[src/rtl/led_sequencer.sv]
`default_nettype none
// +----------------------------------------------------------------------+
// | Module   : led_sequencer                                             |
// | Brief    : Memory-mapped player of queued 4-bit LED patterns. The    |
// |            CPU pushes patterns into a FIFO and the block issues      |
// |            LED register writes every P cycles, one-shot or looping.  |
// | Options  : SEQ_IRQ_EN - sticky playback-done interrupt on IRQ        |
// | Revision : 1.0 - initial release                                     |
// +----------------------------------------------------------------------+
module led_sequencer #(
  parameter int DEPTH    = 8,
  parameter int PERIOD_W = 16
) (
  input  logic        CLK_mips,
  input  logic        RST_n,
  input  logic        WE,
  input  logic [1:0]  addr,
  input  logic [31:0] write_data,
  output logic [31:0] read_data,
  output logic        LED_WE,
  output logic [31:0] LED_wdata,
  output logic        IRQ
);

  localparam int c_AW = (DEPTH > 1) ? $clog2(DEPTH) : 1;
  localparam int c_CW = c_AW + 1;

  typedef enum logic [1:0] {
    S_IDLE = 2'd0,
    S_EMIT = 2'd1,
    S_HOLD = 2'd2
  } state_t;

  state_t                r_state;
  logic [3:0]            r_mem [DEPTH];
  logic [c_AW-1:0]       r_head;
  logic [c_AW-1:0]       r_tail;
  logic [c_CW-1:0]       r_count;
  logic [c_AW-1:0]       r_pidx;
  logic                  r_en;
  logic                  r_loop;
  logic                  r_ovf;
  logic [PERIOD_W-1:0]   r_period;
  logic [PERIOD_W-1:0]   r_timer;
  logic                  r_emit_loop;
  logic                  r_led_we;
  logic [3:0]            r_led_wdata;

  // Bus decode
  logic w_wr_ctrl, w_wr_per, w_push, w_wr_stat, w_flush;
  assign w_wr_ctrl = WE && (addr == 2'd0);
  assign w_wr_per  = WE && (addr == 2'd1);
  assign w_push    = WE && (addr == 2'd2);
  assign w_wr_stat = WE && (addr == 2'd3);
  assign w_flush   = w_wr_ctrl && write_data[2];

  // A CTRL write that clears EN stops playback in the same cycle it lands
  logic w_en_ok, w_loop_n, w_loop_chg;
  assign w_en_ok    = r_en && !(w_wr_ctrl && !write_data[0]);
  assign w_loop_n   = w_wr_ctrl ? write_data[1] : r_loop;
  assign w_loop_chg = w_wr_ctrl && (write_data[1] != r_loop);

  logic w_full, w_empty, w_busy, w_pop, w_push_ok;
  assign w_full    = (r_count == c_CW'(DEPTH));
  assign w_empty   = (r_count == '0);
  assign w_busy    = (r_state != S_IDLE);
  assign w_pop     = (r_state == S_EMIT) && !r_emit_loop;
  assign w_push_ok = w_push && (!w_full || w_pop);

  logic [c_CW-1:0] w_count_n;
  assign w_count_n = r_count + c_CW'(w_push_ok) - c_CW'(w_pop);

  // Entries still playable after this cycle's pop; same-cycle pushes only
  // become playable once they have landed in the array
  logic w_avail;
  assign w_avail = (r_count - c_CW'(w_pop)) != '0;

  logic [c_AW-1:0] w_head_n, w_pidx_adv, w_pidx_n, w_rd_idx;
  assign w_head_n   = w_pop ? (r_head + c_AW'(1)) : r_head;
  assign w_pidx_adv = ((c_CW'(r_pidx) + c_CW'(1)) == r_count) ? '0 : (r_pidx + c_AW'(1));
  assign w_pidx_n   = (w_flush || w_loop_chg) ? '0 :
                      ((r_state == S_EMIT) && r_emit_loop) ? w_pidx_adv : r_pidx;
  assign w_rd_idx   = w_head_n + (w_loop_n ? w_pidx_n : '0);

  // Points where the next emission is decided; P=1 decides inside EMIT itself
  logic w_period_one, w_dec, w_start;
  assign w_period_one = (r_period <= PERIOD_W'(1));
  assign w_dec   = (r_state == S_IDLE) ||
                   ((r_state == S_HOLD) && (r_timer == '0)) ||
                   ((r_state == S_EMIT) && w_period_one);
  assign w_start = !w_flush && w_en_ok && w_dec && w_avail;

  // Playback FSM with registered LED strobe/data
  always_ff @(posedge CLK_mips or negedge RST_n) begin
    if (!RST_n) begin
      r_state     <= S_IDLE;
      r_timer     <= '0;
      r_emit_loop <= 1'b0;
      r_led_we    <= 1'b0;
      r_led_wdata <= 4'h0;
    end else begin
      r_led_we <= w_start;
      if (w_start) begin
        r_led_wdata <= r_mem[w_rd_idx];
        r_emit_loop <= w_loop_n;
      end
      if (w_flush || !w_en_ok) begin
        r_state <= S_IDLE;
      end else if (w_start) begin
        r_state <= S_EMIT;
      end else begin
        unique case (r_state)
          S_EMIT: begin
            // HOLD spans P-1 cycles, deciding on the last one, so next EMIT lands P cycles later
            r_state <= w_period_one ? S_IDLE : S_HOLD;
            r_timer <= r_period - PERIOD_W'(2);
          end
          S_HOLD: begin
            if (r_timer == '0) begin
              r_state <= S_IDLE;
            end else begin
              r_timer <= r_timer - PERIOD_W'(1);
            end
          end
          default: r_state <= S_IDLE;
        endcase
      end
    end
  end

  // Control/period registers and sticky overflow flag
  always_ff @(posedge CLK_mips or negedge RST_n) begin
    if (!RST_n) begin
      r_en     <= 1'b0;
      r_loop   <= 1'b0;
      r_period <= '0;
      r_ovf    <= 1'b0;
    end else begin
      if (w_wr_ctrl) begin
        r_en   <= write_data[0];
        r_loop <= write_data[1];
      end
      if (w_wr_per) begin
        r_period <= write_data[PERIOD_W-1:0];
      end
      if (w_wr_stat) begin
        r_ovf <= 1'b0;
      end else if (w_push && !w_push_ok) begin
        r_ovf <= 1'b1;
      end
    end
  end

  // FIFO pointers, occupancy and loop play index
  always_ff @(posedge CLK_mips or negedge RST_n) begin
    if (!RST_n) begin
      r_head  <= '0;
      r_tail  <= '0;
      r_count <= '0;
      r_pidx  <= '0;
    end else begin
      r_pidx <= w_pidx_n;
      if (w_flush) begin
        r_head  <= '0;
        r_tail  <= '0;
        r_count <= '0;
      end else begin
        r_head  <= w_head_n;
        r_count <= w_count_n;
        if (w_push_ok) begin
          r_tail <= r_tail + c_AW'(1);
        end
      end
    end
  end

  // Pattern storage; contents are don't-care while outside the valid window
  always_ff @(posedge CLK_mips) begin
    if (w_push_ok) begin
      r_mem[r_tail] <= write_data[3:0];
    end
  end

`ifdef SEQ_IRQ_EN
  logic r_irq;
  // Sticky done flag: last one-shot entry popped with nothing arriving behind it
  always_ff @(posedge CLK_mips or negedge RST_n) begin
    if (!RST_n) begin
      r_irq <= 1'b0;
    end else if (w_pop && !w_flush && (r_count == c_CW'(1)) && !w_push) begin
      r_irq <= 1'b1;
    end else if (w_wr_stat) begin
      r_irq <= 1'b0;
    end
  end
  assign IRQ = r_irq;
`else
  assign IRQ = 1'b0;
`endif

  // Register read mux
  always_comb begin
    read_data = 32'h0;
    unique case (addr)
      2'd0:    read_data = {29'h0, 1'b0, r_loop, r_en};
      2'd1:    read_data = 32'(r_period);
      2'd2:    read_data = 32'h0;
      default: read_data = {16'(r_count), 12'h0, w_full, w_empty, r_ovf, w_busy};
    endcase
  end

  assign LED_WE    = r_led_we;
  assign LED_wdata = {28'h0, r_led_wdata};

  logic w_unused;
  assign w_unused = ^write_data;

endmodule
`default_nettype wire

[config.mk]
export PLATFORM = sky130hd
export DESIGN_NAME = led_sequencer
export DESIGN_NICKNAME = d
export VERILOG_FILES = /design/src/rtl/led_sequencer.sv
export SDC_FILE = /design/constraint.sdc
export NUM_CORES = 1
export LEC_CHECK = 0
export CAP_MARGIN = 10
export CORE_ASPECT_RATIO = 1.2
export CORE_MARGIN = 4
export CORE_UTILIZATION = 35
export CTS_BUF_LIST = sky130_fd_sc_hd__clkbuf_16
export CTS_CLUSTER_SIZE = 10
export DETAILED_ROUTE_END_ITERATION = 8
export GPL_TIMING_DRIVEN = 1
export PLACE_DENSITY = 0.59
export REMOVE_ABC_BUFFERS = 1
export SYNTH_ARGS = -nofsm -noshare
export SYNTH_HDL_FRONTEND = slang
export SYNTH_SLANG_ARGS = --single-unit
[constraint.sdc]
create_clock -name CLK_mips -period 7.1 [get_ports CLK_mips]
set_input_delay 1.42 -clock CLK_mips [delete_from_list [all_inputs] [get_ports CLK_mips]]
set_output_delay 1.42 -clock CLK_mips [all_outputs]
set_load 0.02 [all_outputs]
# Word level (Yosys, flattened, before mapping)
# Memories as Yosys holds them, arrays and structs flattened. A register that Yosys moved wholly into a read port is not among the register bits.
# Index checks and enable logic that the tools add are counted.
# op_classes
addsub	10
magnitude_cmp	1
eq_ne	10
n_mux	22
bitwise_logic	2
n_reduce_logical	40
# op_table
cell	n
20-bit one-hot mux with 3 select lines	1
16-bit one-hot mux with 2 select lines	1
3-bit 2-to-1 mux	8
1-bit logical AND	17
16-bit by 1-bit less-or-equal comparator with 1-bit output (second input constant)	1
16-bit zero test	1
16-bit 2-to-1 mux	1
16-bit by 1-bit subtractor with 16-bit output (second input constant)	1
16-bit by 2-bit subtractor with 16-bit output (second input constant)	1
3-bit by 1-bit adder with 3-bit output (second input constant)	3
1-bit zero test	8
2-bit 2-to-1 mux	4
2-bit nonzero test	4
4-bit by 1-bit subtractor with 4-bit output	2
2-bit == test (second input constant)	3
1-bit logical OR	5
1-bit 2-to-1 mux	5
3-bit by 1-bit adder with 4-bit output (second input constant)	1
4-bit by 1-bit adder with 4-bit output	1
2-bit by 1-bit == test with 1-bit output (second input constant)	2
4-bit == test	1
4-bit == test (second input constant)	1
2-bit zero test	2
4-bit zero test	1
9 further kinds	10
# word_totals
reg_bits	52
ram_bits	32
in_bits	37
output_inout_bits	66
word_cells	98
mem_count	1
# mem_list
memory	words	width	rd	rd_ports_with_merged_regs	write_ports	line	source
r_mem	8	4	1	1	1	35	logic [3:0] r_mem [DEPTH];

# Longest topological paths before layout
# Gate-level depths: netlist of the first run.
# logic_depth
ltp_word	10
depth_mapped	12
depth_no_buf	12

# Worst setup path before layout of the first run
# OpenSTA, ideal clock, no wires.
# synth_path
path_type	in2reg
startpoint	input addr[1]
endpoint	register r_led_wdata[0] (read register of r_mem)
setup_ns	0.125
arrival_time_ns	3.913
required_ns	6.975
slack_ns	3.062
path_stages	9
n_path_buf	1
cell_sequence	nor3b_4 > mux2i_1 > nor3_1 > ha_1 > fa_1 > buf_1 > mux4_2 > mux2_2 > mux2_2
# synth_via
elab_chain_cells	8
elab_cells_between_ends	16
cone_classes	add/sub (1); mux (3); reduce/logical (12)
# synth_lines
element	line	source
from (decl)	17	input logic [1:0] addr,
2-bit zero test *	51	assign w_wr_ctrl = WE && (addr == 2'd0);
1-bit logical AND *	51	
branches (longest 6 deep; another with 3-bit adder)	-	
to (decl)	47	logic [3:0] r_led_wdata;
# Mark *: on every way between the ends.
# A chain may end at the register's enable or synchronous reset.

# Worst setup path in the final report of the first run
# layout_path
startpoint	input addr[0]
endpoint	output read_data[13]
# layout_via
elab_chain_cells	2
elab_cells_between_ends	4
cone_classes	eq/ne (2); mux (1); reduce/logical (1)
# layout_lines
element	line	source
2-bit == test (tied with other cells)	204	unique case (addr)
20-bit one-hot mux with 3 select lines *	204	
to (decl)	19	output logic [31:0] read_data,
# Every way passes the cells marked *; elsewhere a longest branch is shown, timed or not.

==> results.txt, run 1 <==
Skew final: 0.00603 ns
DR WL/cell: 15.7 um
Power per cell area: 388 nW/um^2
TritonCTS clock tree: yes
Detailed-route DRC error count: 0
Run status: completed
CTS root buf: clkbuf_16
Input/output buffers: 45
Delay-heaviest family, CP: buffers and inverters
Global-route wire length before repair: 17600 um
TritonCTS Sinks: 88
CTS H-Tree Depth: 3
Measured slew at the worst slew-check pin: 0.818 ns
Leakage power: 2.26 nW
Count leader, synth: dfrtp_1
Synthesized area per cell: 10.9 um^2
Post-synth EDFFs: 32
Worst r2r path cells: 7
Vias: 3422
Clk slew on worst S/H paths: 0.06 ns
Most frequent CP cell: clkdlybuf4s50_1
Crit. End Element: output pin
HP Class: register to register
Peak supply drop: 176 uV
Number of library cell types mapped by synthesis: 53
Prevailing post-synth register cell: dfrtp_1
Pre-CTS setup slack: 1.86 ns
First-pass detailed-route iteration total: 4
Routed WL: 10600 um
Largest net degree at the start of global routing: 57
Number of global-route vias before repair: 3451
Crit start category: primary input
Multi-input logic area: 2360 um^2
Fin Setup TNS: 0 ns
DR vias/cell: 5.08
HPWL after detailed placement: 7620 um
Register Area: 2360 um^2
Yosys top cell by area: dfrtp_1
Setup CP Type: primary input to output pin
Die Footprint: 16300 um^2
MaxCap Viol Count: 0
Gr ovfl total: 0
Die H: 139 um
Worst-Skew Late Latency: 0.34 ns
Placer Congestion: 0.766
Count of final hold-check violations: 0
Synth warn: 0
CTS Buf Count: 9
Slowest cell on the critical path: clkdlybuf4s50_1
Data required, critical path: 5.68 ns
Slew Viols, Final: 0
Core area: 13900 um^2
Die width: 117 um
Crit. path cell count: 4
Tot Pwr: 0.00222 W
Critical Path AT: 3.75 ns
CP cell instances: clkdlybuf4s50_1 > nor2b_1 > and2_1 > clkdlybuf4s50_1
Number of synthesized register bits: 88
Drt initial violations: 123
Tot GR Track Use: 13.9%
Gate Count Post-Synth: 459
Max Root-Sink Buffers: 2
Hold-fix buffers, CTS: 0
Hold Path Depth: 1
Top post-synthesis cells by count: dfrtp_1, buf_4, edfxtp_1
Synth area leaders: dfrtp_1, edfxtp_1, buf_4
RSZ-0062 raised after global routing: false
Setup ws final: 1.93 ns
WP buf/inv: 2
Initial antenna violation count: 0
Area Overhead vs Synth: 14.4%
Register area share after synthesis: 47.2%
Fin nets: 551
Tmin final: 5.17 ns
Starting Density: 35.9%
Row count: 47
PostCTS Resize Cnt: 0
Netlist Area Pre-Place: 5010 um^2
Fillers: 1349
Setup bufs post-CTS: 0
CP Max Fanout: 14
Detail Route Antenna Nets: 0
Ys async rst share: 63.6%
ANT cells: 0
Setup-failing EPs final: 0
CP max stage delay: 0.80 ns
Final period utilization: 72.8%
Worst rel slew slack: 45.3%
Yosys top cell area share: 28.0%
# IOs: 103
Fmax: 194 MHz
Share of cells above drive strength 1: 12.0%
[state kept, by name, summed over array words and instances, names as in the netlist]
signal	count
r_loop	1
r_emit_loop	1
LED_WE	1
r_en	1
r_mem	32
r_period	16
r_ovf	1
r_count	4
r_timer	16
r_led_wdata	4
r_head	3
r_state	2
r_tail	3
r_pidx	3
[kinds of logic (layout without fill, tap and decap cells)]
group | count (synthesis) | after routing | share of synthesized area, %
AOI/OAI and AO/OA | 79 | 79 | 10.3
xor gates and xnor gates | 26 | 26 | 4.55
adders and majority gates | 17 | 17 | 4.55
buffers and inverters | 74 | 77 | 8.67
DFF | 88 | 88 | 47.2
muxes | 40 | 40 | 10.7
other | 1 | 41 | 0.0749
and+or+nand+nor | 134 | 134 | 14.0
[per-layer routing]
layer,up-vias,routed length (um),track usage (%)
li1,1638,-,-
met1,1696,4800,19.0
met2,81,5130,21.6
met3,7,449,3.10
met4,0,169,4.89
met5,-,0,0
[worst reg2reg max path, stage by stage (launching register included)]
cell	delay (ns)
dfrtp_1	0.48
nor3b_1	0.73
mux2_2	0.44
fa_1	0.44
xnor2_1	0.15
xnor2_1	0.52
mux2_2	0.42
mux2_2	0.26
[cell type report]
cell class / count / area share [%]
clock inverters: 7 / 0.939
clock buffers: 9 / 3.93
multi-input cells: 337 / 41.2
repair buffers: 47 / 8.04
well taps: 171 / 3.73
flip-flops and latches: 88 / 41.2
inverters: 14 / 0.917
[through the flow]
stage	utilization (%)	instances	hold WS (ns)	instance area [um^2]
after global routing	41.1	673	0.536	5730
final	41.1	673	0.504	5730
after CTS	41.1	673	0.514	5730
after global placement	39.1	657	0.487	5450
after detailed placement	39.1	657	0.496	5450
after floorplan	-	439	0.466	4780
[worst paths after layout]
path,from,slack [ns],endpoint
max,addr[0],1.93,read_data[13]
min,r_timer[6],0.50,r_timer[6]
max reg2reg,r_state[1],3.55,r_led_wdata[1]
min reg2reg,r_timer[6],0.50,r_timer[6]
max in group asynchronous,RST_n,5.34,r_period[10]
min in group asynchronous,RST_n,1.20,r_led_wdata[0]
[cells in the final DEF (no fill, tap or decap), types with 3 or more instances in the layout]
| master | n |
|---|---|
| a31oi_1 | 5 |
| nor3_1 | 15 |
| nor2b_1 | 6 |
| nor3b_1 | 3 |
| xor2_1 | 13 |
| o32ai_1 | 4 |
| dfrtp_1 | 56 |
| mux2_2 | 27 |
| o211ai_1 | 3 |
| clkdlybuf4s50_1 | 44 |
| nand2b_1 | 5 |
| and2_1 | 14 |
| clkbuf_16 | 9 |
| mux4_2 | 8 |
| a21oi_1 | 17 |
| nor2_1 | 27 |
| and3_1 | 6 |
| ha_1 | 15 |
| o22ai_1 | 5 |
| xnor2_1 | 13 |
| conb_1 | 41 |
| a22o_1 | 8 |
| a21boi_0 | 4 |
| edfxtp_1 | 32 |
| or3_1 | 5 |
| nand3_1 | 10 |
| nand2_1 | 29 |
| o21ai_0 | 23 |
| mux2i_1 | 5 |
| inv_6 | 3 |
| inv_1 | 14 |
| nor4_1 | 4 |
[power by group]
| group | total, W | leakage [nW] | switching, W | internal (W) |
|---|---|---|---|---|
| registers | 0.000800 | 0.972 | 0.000141 | 0.000659 |
| clock network | 0.000449 | 0.141 | 0.000208 | 0.000241 |
| logic | 0.000973 | 1.15 | 0.000499 | 0.000475 |
| total | 0.00222 | 2.26 | 0.000847 | 0.00137 |
Note: power is estimated with default switching activity, not from simulation.
==> inputs of run 2 (changes only) <==
==> constraint.sdc (replaced) <==
create_clock -name CLK_mips -period 5.23 [get_ports CLK_mips]
set_input_delay 1.046 -clock CLK_mips [delete_from_list [all_inputs] [get_ports CLK_mips]]
set_output_delay 1.046 -clock CLK_mips [all_outputs]
set_load 0.02 [all_outputs]
==> run 2 against run 1 <==
Against the previous run:
- utilization is 0.61 points higher
- final cell count is 1.0% higher
- clock skew is 0.0070 ns higher
- via count hardly changed
- register-to-register slack worse by 1.8 ns
- count of clock-buffer cells in the layout stayed put
- critical path type unchanged
- largest cell class unchanged
==> results.txt, run 2 (same netlist as run 1, synthesis figures left out) <==
Run status: completed
Global-route wire length before repair: 17800 um (+1.0%)
Die Footprint: 16300 um^2 (unchanged)
Commonest non-fill, non-tap cell in the layout: dfrtp_1
Tot Pwr: 0.00309 W (+39%)
Routed WL: 10800 um (+2.1%)
Setup bufs post-CTS: 0 (unchanged)
CP cell instances: clkdlybuf4s50_1 > buf_4 > nor2b_1 > and2_1 > clkdlybuf4s50_1
Measured slew at the worst slew-check pin: 0.780 ns (-0.0385 ns)
Leakage power: 2.31 nW (+2.2%)
Input/output buffers: 45 (unchanged)
RSZ-0062 raised after global routing: false
Number of flip-flops in the largest register: 32 (unchanged)
Skew final: 0.0130 ns (+0.00698 ns)
CP Max Fanout: 13 (-1)
Tot GR Track Use: 14.0% (+0.058 points)
Worst Hold Launch: r_timer[6]
HPWL after detailed placement: 7790 um (+2.3%)
Vias: 3425 (+0.088%)
Post-route insts no fill: 680 (+1.0%)
Tmin final: 4.29 ns
HP Class: register to register
Most frequent CP cell: clkdlybuf4s50_1
Crit. End Element: output pin
Number of global-route vias before repair: 3463 (+0.35%)
Fin Setup TNS: 0 ns (unchanged)
ANT cells: 0 (unchanged)
Most frequent cells in the layout: dfrtp_1, clkdlybuf4s50_1, conb_1, edfxtp_1, nand2_1
Data required, critical path: 4.18 ns (-1.50 ns)
DR WL/cell: 15.8 um (+1.0%)
Hold_ws: 0.502 ns (-0.00218 ns)
DR vias/cell: 5.04 (-0.94%)
Critical R2R Launch: r_state[1]
Share of cells above drive strength 1: 13.2% (+1.2 points)
Core area: 13900 um^2 (unchanged)
Critical Path AT: 3.25 ns (-0.50 ns)
Top Registers: r_mem: 32 flops, r_period: 16 flops, r_timer: 16 flops
Detail Route Antenna Nets: 0 (unchanged)
Count of final hold-check violations: 0 (unchanged)
Row count: 47 (unchanged)
CTS Buf Count: 9 (unchanged)
Combinational power share: 42.9% (-0.9 points)
Clock share of power: 21.9% (+1.7 points)
RR Endpoint: r_led_wdata[1]
Net Sw Power: 0.00117 W (+38%)
WP buf/inv: 3 (+1)
TritonCTS clock tree: yes
Worst-Skew Late Latency: 0.35 ns (about the same)
Crit start category: primary input
Starting Density: 35.9% (unchanged)
TritonCTS Sinks: 88 (unchanged)
CTS H-Tree Depth: 3 (unchanged)
Slowest cell on the critical path: clkdlybuf4s50_1
Flop-to-flop setup slack: 1.72 ns (-1.83 ns)
Fin nets: 558 (+1.3%)
MaxCap Viol Count: 0 (unchanged)
Initial antenna violation count: 0 (unchanged)
CTS root buf: clkbuf_16
First-pass detailed-route iteration total: 5 (+1)
Max Root-Sink Buffers: 2 (unchanged)
Fmax: 233 MHz
Worst r2r path cells: 7 (unchanged)
Setup CP Type: primary input to output pin
Final core occ: 41.7% (+0.61 points)
Hold EP: r_timer[6]
Placer Congestion: 0.783 (+2.2%)
Setup-failing EPs final: 0 (unchanged)
Die width: 117 um (unchanged)
Gr ovfl total: 0 (unchanged)
Reg with most FFs: r_mem
Slew Viols, Final: 0 (unchanged)
# placed instances: 664 (+1.1%)
Int Pwr: 0.00193 W (+40%)
Largest net degree at the start of global routing: 57 (unchanged)
Hold-fix buffers, CTS: 0 (unchanged)
Power per cell area: 532 nW/um^2 (+37%)
PostCTS Resize Cnt: 0 (unchanged)
Delay-heaviest family, CP: buffers and inverters
Switching share of power: 37.7% (-0.42 points)
Area Overhead vs Synth: 16.1%
Final period utilization: 82.1%
Clk slew on worst S/H paths: 0.06 ns (about the same)
Peak supply drop: 251 uV (+42%)
# IOs: 103 (unchanged)
Flop pwr share: 35.2% (-0.8 points)
Detailed-route DRC error count: 0 (unchanged)
Hold Path Depth: 1 (unchanged)
CP max stage delay: 0.62 ns (-0.18 ns)
Die H: 139 um (unchanged)
Worst rel slew slack: 48.0% (+2.7 points)
Drt initial violations: 155 (+26%)
[run 2: cell count changes in the layout (fill, tap and decap cells not counted)]
| cell | delta |
|---|---|
| bufinv_16 | +1 |
| inv_8 | +3 |
| clkinv_4 | -2 |
| clkinv_2 | -1 |
| inv_6 | -1 |
| buf_4 | +7 |
[run 2: worst max-delay path by stage]
stage                  from              to  slack [ns]  depth (start not counted)
finish              addr[0]   read_data[13]        0.94                          5
detailed placement  addr[1]  r_led_wdata[1]        0.73                         12
floorplan           addr[1]  r_led_wdata[0]        1.68                          8
CTS                 addr[0]   read_data[13]        0.88                          5
global route        addr[0]   read_data[13]        0.78                          5
global placement    addr[1]  r_led_wdata[1]        0.80                         11
[run 2: layout make-up]
class / instances / area [um^2]
inverter: 14 / 52.6
tap: 171 / 214
fill: 1344 / 8120
sequential: 88 / 2360
clock inverter: 7 / 86.3
multi-input combinational: 337 / 2360
clock buffer: 9 / 225
timing repair buffer: 54 / 513
[run 2: worst reg2reg max path, cell delays in order, from the launching register on]
cell     delay, ns
dfrtp_1       0.48
nor3b_1       0.68
mux2_2        0.44
fa_1          0.44
xnor2_1       0.15
xnor2_1       0.53
mux2_2        0.42
mux2_2        0.26
[run 2: per-stage QoR]
step | setup slack (ns) | area, um^2
CTS | 0.881 | 5810
detailed placement | 0.734 | 5500
global placement | 0.797 | 5500
floorplan | 1.68 | 4780
finish | 0.937 | 5810
global route | 0.785 | 5810
[run 2: power groups by stage]
stage	registers, W	logic [W]	clock network (W)
floorplan	0.00107	0.000984	0
global placement	0.00109	0.00131	0
detailed placement	0.00110	0.00135	0
CTS	0.00109	0.00135	0.000695
global route	0.00112	0.00150	0.000734
finish	0.00109	0.00133	0.000679
[run 2: layer usage]
layer	wire length [um]	track usage, %	vias up
met1	4990	19.1	1680
li1	-	-	1664
met2	5300	22.0	71
met3	342	3.06	10
met5	0	0	-
met4	145	4.47	0
